**src/rtl/ct_lsu_dcache_dirty_ctrl_pkg.sv**
```systemverilog
// Shared definitions for the LSU dcache dirty-array sequencer: per-config
// index widths, entry width, walk FSM encoding and the starvation default.
package ct_lsu_dcache_dirty_ctrl_pkg;

   localparam int IDX_W_32K      = 8;
   localparam int IDX_W_64K      = 9;
   localparam int DIRTY_DATA_W   = 7;
   localparam int STARVE_MAX_DEF = 7;

   typedef enum logic [1:0] {
      ST_INIT = 2'd0,
      ST_IDLE = 2'd1,
      ST_WALK = 2'd2
   } walk_state_e;

endpackage

```
**src/rtl/ct_lsu_dcache_dirty_ctrl_if.sv**
```systemverilog
// Requester-side bundle of the dirty-array sequencer: write path, read path
// and the CP0 invalidate-all control.
//
// Handshake: a requester raises req with its index/data and holds them
// stable until it sees gnt in the same cycle; gnt is a combinational answer
// to req. A cycle with req=1 and gnt=1 is one accepted access, so keeping
// req high after gnt issues another access. cp0_inv_req is a single-cycle
// pulse that is only honoured while inv_busy=0.
interface ct_lsu_dcache_dirty_ctrl_if
   import ct_lsu_dcache_dirty_ctrl_pkg::*;
#(
   parameter int IDX_W  = IDX_W_64K,
   parameter int DATA_W = DIRTY_DATA_W
) ();

   logic              wr_req;
   logic [IDX_W-1:0]  wr_idx;
   logic [DATA_W-1:0] wr_din;
   logic [DATA_W-1:0] wr_mask;
   logic              wr_gnt;
   logic              rd_req;
   logic [IDX_W-1:0]  rd_idx;
   logic              rd_gnt;
   logic              rd_data_vld;
   logic [DATA_W-1:0] rd_data;
   logic              cp0_inv_req;
   logic              inv_busy;
   logic              inv_done;

   modport master (
      output wr_req, wr_idx, wr_din, wr_mask, rd_req, rd_idx, cp0_inv_req,
      input  wr_gnt, rd_gnt, rd_data_vld, rd_data, inv_busy, inv_done
   );

   modport slave (
      input  wr_req, wr_idx, wr_din, wr_mask, rd_req, rd_idx, cp0_inv_req,
      output wr_gnt, rd_gnt, rd_data_vld, rd_data, inv_busy, inv_done
   );

endinterface

```
**src/rtl/ct_lsu_dcache_dirty_walk.sv**
```systemverilog
// Index-walk engine: clears every dirty entry after reset (INIT) and on a
// CP0 invalidate-all (WALK). Tracks how long the walk has been blocked and
// forces it through once the starvation limit is reached.
module ct_lsu_dcache_dirty_walk
   import ct_lsu_dcache_dirty_ctrl_pkg::*;
#(
   parameter int IDX_W      = IDX_W_64K,
   parameter int STARVE_MAX = STARVE_MAX_DEF
) (
   input  logic             clk,
   input  logic             rst_n,
   input  logic             cp0_inv_req,
   input  logic             walk_gnt,
   output logic             walk_act,
   output logic             walk_force,
   output logic [IDX_W-1:0] walk_cnt,
   output logic             inv_busy,
   output logic             inv_done,
   output walk_state_e      state
);

   localparam int STARVE_W = $clog2(STARVE_MAX + 1);
   localparam logic [STARVE_W-1:0] STARVE_LIM = STARVE_W'(STARVE_MAX);

   walk_state_e         state_nxt;
   logic [IDX_W-1:0]    cnt_nxt;
   logic [STARVE_W-1:0] starve_cnt;
   logic [STARVE_W-1:0] starve_nxt;
   logic                done_nxt;
   logic                last_idx;

   assign last_idx = &walk_cnt;

   // State, walk pointer, starvation counter and done pulse registers.
   always_ff @(posedge clk or negedge rst_n) begin
      if (!rst_n) begin
         state      <= ST_INIT;
         walk_cnt   <= '0;
         starve_cnt <= '0;
         inv_done   <= 1'b0;
      end else begin
         state      <= state_nxt;
         walk_cnt   <= cnt_nxt;
         starve_cnt <= starve_nxt;
         inv_done   <= done_nxt;
      end
   end

   // Next-state: advance the pointer on each walk grant, leave after the
   // last index, and count cycles the invalidate walk spends blocked.
   always_comb begin
      state_nxt  = state;
      cnt_nxt    = walk_cnt;
      starve_nxt = starve_cnt;
      done_nxt   = 1'b0;
      case (state)
         ST_INIT: begin
            if (walk_gnt) begin
               cnt_nxt    = walk_cnt + 1'b1;
               starve_nxt = '0;
               if (last_idx) state_nxt = ST_IDLE;
            end
         end
         ST_IDLE: begin
            if (cp0_inv_req) begin
               state_nxt  = ST_WALK;
               cnt_nxt    = '0;
               starve_nxt = '0;
            end
         end
         ST_WALK: begin
            if (walk_gnt) begin
               cnt_nxt    = walk_cnt + 1'b1;
               starve_nxt = '0;
               if (last_idx) begin
                  state_nxt = ST_IDLE;
                  done_nxt  = 1'b1;
               end
            end else begin
               starve_nxt = starve_cnt + 1'b1;
            end
         end
         default: state_nxt = ST_INIT;
      endcase
   end

   // INIT owns the array outright; WALK only once it has starved long enough.
   assign walk_act   = (state != ST_IDLE);
   assign walk_force = (state == ST_INIT) ||
                       ((state == ST_WALK) && (starve_cnt == STARVE_LIM));
   assign inv_busy   = walk_act;

endmodule

```
**src/rtl/ct_lsu_dcache_dirty_ctrl.sv**
```systemverilog
// Dirty-array sequencer: arbitrates the single-port dirty SRAM between the
// write path, the read path and the walk engine, and drives every SRAM pin
// from a flop. Read data returns two cycles after the read grant.
module ct_lsu_dcache_dirty_ctrl
   import ct_lsu_dcache_dirty_ctrl_pkg::*;
#(
   parameter int IDX_W      = IDX_W_64K,
   parameter int DATA_W     = DIRTY_DATA_W,
   parameter int STARVE_MAX = STARVE_MAX_DEF
) (
   input  logic                      forever_cpuclk,
   input  logic                      cpurst_b,
   ct_lsu_dcache_dirty_ctrl_if.slave lsu,
   output logic                      dirty_sel_b,
   output logic                      dirty_gwen_b,
   output logic [DATA_W-1:0]         dirty_wen_b,
   output logic [IDX_W-1:0]          dirty_idx,
   output logic [DATA_W-1:0]         dirty_din,
   output logic                      dirty_gateclk_en,
   input  logic [DATA_W-1:0]         dirty_dout,
   output walk_state_e               dbg_state
);

   logic             walk_act;
   logic             walk_force;
   logic             walk_gnt;
   logic [IDX_W-1:0] walk_cnt;
   logic             wr_gnt;
   logic             rd_gnt;
   logic             any_gnt;
   logic             rd_vld_q;
   logic             rd_data_vld;
   logic             inv_busy;
   logic             inv_done;

   ct_lsu_dcache_dirty_walk #(
      .IDX_W      (IDX_W),
      .STARVE_MAX (STARVE_MAX)
   ) u_walk (
      .clk         (forever_cpuclk),
      .rst_n       (cpurst_b),
      .cp0_inv_req (lsu.cp0_inv_req),
      .walk_gnt    (walk_gnt),
      .walk_act    (walk_act),
      .walk_force  (walk_force),
      .walk_cnt    (walk_cnt),
      .inv_busy    (inv_busy),
      .inv_done    (inv_done),
      .state       (dbg_state)
   );

   // Priority wr > rd > walk, except a forced walk (INIT or starved) wins.
   assign wr_gnt   = lsu.wr_req & ~walk_force;
   assign rd_gnt   = lsu.rd_req & ~lsu.wr_req & ~walk_force;
   assign walk_gnt = walk_act & (walk_force | ~(lsu.wr_req | lsu.rd_req));
   assign any_gnt  = walk_gnt | wr_gnt | rd_gnt;

   // Register the winning access onto the SRAM pins.
   always_ff @(posedge forever_cpuclk or negedge cpurst_b) begin
      if (!cpurst_b) begin
         dirty_sel_b      <= 1'b1;
         dirty_gwen_b     <= 1'b1;
         dirty_wen_b      <= '1;
         dirty_idx        <= '0;
         dirty_din        <= '0;
         dirty_gateclk_en <= 1'b0;
      end else begin
         dirty_sel_b      <= ~any_gnt;
         dirty_gateclk_en <= any_gnt;
         if (walk_gnt) begin
            dirty_gwen_b <= 1'b0;
            dirty_wen_b  <= '0;
            dirty_idx    <= walk_cnt;
            dirty_din    <= '0;
         end else if (wr_gnt) begin
            dirty_gwen_b <= 1'b0;
            dirty_wen_b  <= ~lsu.wr_mask;
            dirty_idx    <= lsu.wr_idx;
            dirty_din    <= lsu.wr_din;
         end else if (rd_gnt) begin
            dirty_gwen_b <= 1'b1;
            dirty_wen_b  <= '1;
            dirty_idx    <= lsu.rd_idx;
         end else begin
            dirty_gwen_b <= 1'b1;
            dirty_wen_b  <= '1;
         end
      end
   end

   // Two-stage read-valid pipe matching pin flop plus SRAM output latency.
   always_ff @(posedge forever_cpuclk or negedge cpurst_b) begin
      if (!cpurst_b) begin
         rd_vld_q    <= 1'b0;
         rd_data_vld <= 1'b0;
      end else begin
         rd_vld_q    <= rd_gnt;
         rd_data_vld <= rd_vld_q;
      end
   end

   assign lsu.wr_gnt      = wr_gnt;
   assign lsu.rd_gnt      = rd_gnt;
   assign lsu.rd_data_vld = rd_data_vld;
   assign lsu.rd_data     = rd_data_vld ? dirty_dout : '0;
   assign lsu.inv_busy    = inv_busy;
   assign lsu.inv_done    = inv_done;

endmodule

```
**src/flat_wrapper.sv**
```systemverilog
// flat-port wrapper written by rule: the top's interface ports become plain ports
module ct_lsu_dcache_dirty_ctrl_flat import ct_lsu_dcache_dirty_ctrl_pkg::*;
#(
   parameter int IDX_W      = IDX_W_64K,
   parameter int DATA_W     = DIRTY_DATA_W,
   parameter int STARVE_MAX = STARVE_MAX_DEF
)
  (forever_cpuclk, cpurst_b, dirty_sel_b, dirty_gwen_b, dirty_wen_b, dirty_idx, dirty_din, dirty_gateclk_en, dirty_dout, dbg_state, lsu_wr_req, lsu_wr_idx, lsu_wr_din, lsu_wr_mask, lsu_rd_req, lsu_rd_idx, lsu_cp0_inv_req, lsu_wr_gnt, lsu_rd_gnt, lsu_rd_data_vld, lsu_rd_data, lsu_inv_busy, lsu_inv_done);
  ct_lsu_dcache_dirty_ctrl_if #(.IDX_W(IDX_W), .DATA_W(DATA_W)) lsu_i ();
  input  logic forever_cpuclk;
  input  logic cpurst_b;
  output logic dirty_sel_b;
  output logic dirty_gwen_b;
  output logic [DATA_W-1:0] dirty_wen_b;
  output logic [IDX_W-1:0] dirty_idx;
  output logic [DATA_W-1:0] dirty_din;
  output logic dirty_gateclk_en;
  input  logic [DATA_W-1:0] dirty_dout;
  output walk_state_e dbg_state;
  input wire logic [$bits(lsu_i.wr_req)-1:0] lsu_wr_req;
  input wire logic [$bits(lsu_i.wr_idx)-1:0] lsu_wr_idx;
  input wire logic [$bits(lsu_i.wr_din)-1:0] lsu_wr_din;
  input wire logic [$bits(lsu_i.wr_mask)-1:0] lsu_wr_mask;
  input wire logic [$bits(lsu_i.rd_req)-1:0] lsu_rd_req;
  input wire logic [$bits(lsu_i.rd_idx)-1:0] lsu_rd_idx;
  input wire logic [$bits(lsu_i.cp0_inv_req)-1:0] lsu_cp0_inv_req;
  output wire logic [$bits(lsu_i.wr_gnt)-1:0] lsu_wr_gnt;
  output wire logic [$bits(lsu_i.rd_gnt)-1:0] lsu_rd_gnt;
  output wire logic [$bits(lsu_i.rd_data_vld)-1:0] lsu_rd_data_vld;
  output wire logic [$bits(lsu_i.rd_data)-1:0] lsu_rd_data;
  output wire logic [$bits(lsu_i.inv_busy)-1:0] lsu_inv_busy;
  output wire logic [$bits(lsu_i.inv_done)-1:0] lsu_inv_done;
  assign lsu_i.wr_req = lsu_wr_req;
  assign lsu_i.wr_idx = lsu_wr_idx;
  assign lsu_i.wr_din = lsu_wr_din;
  assign lsu_i.wr_mask = lsu_wr_mask;
  assign lsu_i.rd_req = lsu_rd_req;
  assign lsu_i.rd_idx = lsu_rd_idx;
  assign lsu_i.cp0_inv_req = lsu_cp0_inv_req;
  assign lsu_wr_gnt = lsu_i.wr_gnt;
  assign lsu_rd_gnt = lsu_i.rd_gnt;
  assign lsu_rd_data_vld = lsu_i.rd_data_vld;
  assign lsu_rd_data = lsu_i.rd_data;
  assign lsu_inv_busy = lsu_i.inv_busy;
  assign lsu_inv_done = lsu_i.inv_done;
  ct_lsu_dcache_dirty_ctrl #(.IDX_W(IDX_W), .DATA_W(DATA_W), .STARVE_MAX(STARVE_MAX)) u_core (.forever_cpuclk(forever_cpuclk), .cpurst_b(cpurst_b), .lsu(lsu_i), .dirty_sel_b(dirty_sel_b), .dirty_gwen_b(dirty_gwen_b), .dirty_wen_b(dirty_wen_b), .dirty_idx(dirty_idx), .dirty_din(dirty_din), .dirty_gateclk_en(dirty_gateclk_en), .dirty_dout(dirty_dout), .dbg_state(dbg_state));
endmodule
```
**config.mk**
```make
export PLATFORM = sky130hd
export DESIGN_NAME = ct_lsu_dcache_dirty_ctrl_flat
export DESIGN_NICKNAME = d
export VERILOG_FILES = /design/src/rtl/ct_lsu_dcache_dirty_ctrl_pkg.sv /design/src/rtl/ct_lsu_dcache_dirty_ctrl_if.sv /design/src/rtl/ct_lsu_dcache_dirty_walk.sv /design/src/rtl/ct_lsu_dcache_dirty_ctrl.sv /design/src/flat_wrapper.sv
export SDC_FILE = /design/constraint.sdc
export NUM_CORES = 1
export LEC_CHECK = 0
export CAP_MARGIN = 10
export CORE_UTILIZATION = 46
export CTS_CLUSTER_DIAMETER = 150
export CTS_CLUSTER_SIZE = 12
export DETAILED_ROUTE_END_ITERATION = 7
export PLACE_DENSITY = 0.86
export SKIP_LAST_GASP = 1
export SYNTH_ARGS = -nofsm -noshare
export SYNTH_HDL_FRONTEND = slang
export SYNTH_HIERARCHICAL = 1
export SYNTH_SLANG_ARGS = --single-unit
export TNS_END_PERCENT = 10
```
**constraint.sdc**
```tcl
create_clock -name forever_cpuclk -period 5.2 [get_ports forever_cpuclk]
set_input_delay 0.52 -clock forever_cpuclk [delete_from_list [all_inputs] [get_ports forever_cpuclk]]
set_output_delay 0.52 -clock forever_cpuclk [all_outputs]
set_load 0.02 [all_outputs]
```
==> reports/qor.yml <==
route:
  drt_wl_total_mm: 4.765
  wl_met1_mm: 2.015
  avgViaCountPerCell: 5.271
  highest_layer: "met4"
  met2_length_mm: 2.409
  detail_route.wl_per_cell_um: 15.03
  ant_nets: 0
  drc: 0
  drt_iter0_markers: 76
  firstDrtPassIters: 4
  route.met3.wl_um: 271
  dr_total_vias: 1671
critical_path:
  cp_cell_sequence: "clkdlybuf4s50_1, o21bai_1, and2_1, nand2b_1, or4_4, a21oi_2"
  cp-end-kind: "register"
  worstSetupPathType: "in2reg"
  critPathMaxFanout: 23
  crit_required_ns: 5.44
  start_kind: "primary input"
  cp_slowest_cell: "and2_1"
  slowest_delay_ns: 0.74
  cp.arrival_ns: 3.61
clock_network:
  cts_buffers: 5
  post_cts_buffers: 0
  insertion_delay_ns: 0.30
  hold_buffers: 0
  cts_tree: "yes"
  path_clk_slew_ns: 0.09
  cts-root-buf: "clkbuf_8"
  ctsHtreeMaxLevel: 2
  cts_sinks: 43
  ctsResizeCount: 0
  clockBufferDepth: 2
sta:
  tns_ns: 0
  fmax_ghz: 0.2966
  fin_crit_sh_pct: 64.84
  maxSlewHeadroom_pct: 38.69
  setup_viol: 0
  slew_violations: 0
  tightest_slew_ns: 0.9196
  rsz0062_at_grt: "no"
  clock_skew_ns: 0.01196
  hold_violations: 0
  fin_crit_ns: 3.372
yosys:
  synth-seq-area-share_pct: 54.62
  synthArstFlopShare_pct: 100.0
  synth-adder-area-share_pct: 2.514
  yosys.area.top_type: "dfrtp_1"
  synth.area.mux_share_pct: 5.028
  synth_top_family_by_area: "compound AO/OA/AOI/OAI gates"
  syn_inst: 189
  synth_nets: 237
  syn_area_per_cell_um2: 10.53
  synth-xor-area-share_pct: 0.4400
  yosys-top-cells-area: "dfrtp_1, dfstp_2, a21oi_1, mux2i_1, nand2_1"
  synth_edf_count: 0
  synthFlopType: "dfrtp_1"
  synth_warnings: 6
  synth_compound_area_share_pct: 16.59
  ys_ff_latch: 43
  netlist_area_um2: 1991
  synth_cell_type_count: 35
  yosys.area_share.simple_pct: 15.34
  synth_top_area_share_pct: 42.74
floorplanning:
  core-area_um2: 4086
  num_io_pins: 84
  fp.dieH_um: 67.79
  die_x_um: 67.79
  start_util_pct: 48.71
  die_area_um2: 4595
  core.rowCount: 23
global_route:
  grt_max_degree: 44
  grt_pass1_vias: 1633
  grt_first_pass_wirelength_mm: 7.590
  antenna_found_initial: 0
  overflow: 0
  grt_usage_pct: 22.58
power:
  irDropWorstVdd_mv: 0.2229
  pwr-share-seq_pct: 43.7
  p_int_uw: 719.5
  combPwrFrac_pct: 25.9
  p_leak_uw: 0.001259
  pwr-share-clk_pct: 30.4
  p_per_area_nw_per_um2: 348.2
  switching_share_pct: 29.45
  p_sw_uw: 300.4
cells_and_area:
  multi_input_area_um2: 794.5
  fillers: 307
  area_growth_pct: 47.14
  seq_area_um2: 1087
  n_antenna_cell: 0
  nets: 314
  drive_gt1_share_pct: 8.989
  fin_util_pct: 71.68
placement:
  gp_congestion: 0.7788
  port_buffers: 83
  hpwlAfterDp_mm: 3.278
job:
  timing.max_cap.violations: 0
outcome:
  status: "finished clean"
min_path:
  hp-class: "in2async"
## Yosys cell counts, types with 4 or more instances
master	number
a21oi_1	20
a22o_1	5
and2_1	8
clkbuf_1	4
dfrtp_1	34
dfstp_2	9
ha_1	4
inv_1	5
mux2i_1	10
nand2_1	22
nand2b_1	4
nand3_1	7
nor2_1	6
o21ai_0	12
o32ai_1	9
## routing by layer
metal,vias up,global-route usage [%]
li1,820,-
met1,784,27.87
met2,57,39.11
met3,10,4.392
met4,0,7.813
met5,-,0
## path summary, 6_finish.rpt
kind / cells past startpoint / from / slack (ns) / end
min: 1 / cpurst_b / 0.36 / u_core/u_walk/walk_cnt[8]
min reg2reg: 0 / u_core/rd_vld_q / 0.36 / u_core/lsu.rd_data_vld
max in group asynchronous: 1 / cpurst_b / 4.27 / u_core/u_walk/starve_cnt[0]
min in group forever_cpuclk: 0 / u_core/rd_vld_q / 0.36 / u_core/lsu.rd_data_vld
max: 6 / lsu_wr_req / 1.83 / u_core/u_walk/walk_cnt[7]
max reg2reg: 9 / u_core/u_walk/starve_cnt[0] / 1.95 / u_core/u_walk/walk_cnt[7]
## per-stage QoR
step	cell area, um^2	std cells	hold WS (ns)	setup WS [ns]	power, uW
after CTS	2929	317	0.3640	1.848	1027
after detailed placement	2793	309	0.3457	1.547	715.5
after floorplan	1991	189	0.2244	2.827	584.0
after global placement	2793	309	0.3346	1.635	709.1
final	2929	317	0.3552	1.828	1020
after global routing	2929	317	0.3805	1.661	1072
## cell type report
type                    instances  area share, %
clock buffers                   5          2.349
inverters                       6         0.7689
flip-flops and latches         43          37.12
clock inverters                 3          2.307
multi-input cells             127          27.13
repair buffers                 83          28.19
well taps                      50          2.136
## critical path, delay by kind of cell
kind / cells / cell delay [ns]
AOI/OAI and AO/OA: 2 / 0.83
buffers and inverters: 1 / 0.62
and+or+nand+nor: 3 / 1.64
## cells in the final DEF (no fill, tap or decap), types with 2 or more instances in the layout
cell,instances
nand3_1,7
inv_1,5
nor2_1,6
clkbuf_8,5
bufinv_16,2
a21oi_1,20
nand2b_1,4
mux2i_1,10
dfstp_2,9
nand2_1,22
clkdlybuf4s50_1,82
nand3b_1,2
nor2b_1,2
and2_1,8
o21ai_0,12
ha_1,4
dfrtp_1,34
a22o_1,5
or3_1,3
o32ai_1,9
## registers in the layout (all words and copies together), names as in the netlist
register,cells
u_core/dirty_wen_b,7
u_core/dirty_din,7
u_core/rd_vld_q,1
u_core/lsu.rd_data_vld,1
u_core/u_walk/inv_done,1
u_core/dirty_idx,9
u_core/dirty_sel_b,1
u_core/u_walk/walk_cnt,9
u_core/dirty_gwen_b,1
u_core/u_walk/state,2
u_core/dirty_gateclk_en,1
u_core/u_walk/starve_cnt,3
## kinds of logic (layout without fill, tap and decap cells)
kind of cell             count (synthesis)  after routing
XOR/XNOR                                 1              1
flip-flops                              43             43
AO/OA/AOI/OAI                           52             52
multiplexers                            10             10
adder cells (fa/ha/maj)                  4              4
AND/OR/NAND/NOR                         60             60
buffers and inverters                   19             97
## power by group through the flow
| stage | sequential (uW) | clock [uW] | combinational (uW) |
|---|---|---|---|
| after CTS | 446 | 314 | 266 |
| after detailed placement | 451 | 0 | 265 |
| after global routing | 455 | 329 | 288 |
| final | 446 | 310 | 264 |
| after floorplan | 478 | 0 | 106 |
| after global placement | 451 | 0 | 258 |
Power figures use the tool's default switching activity.
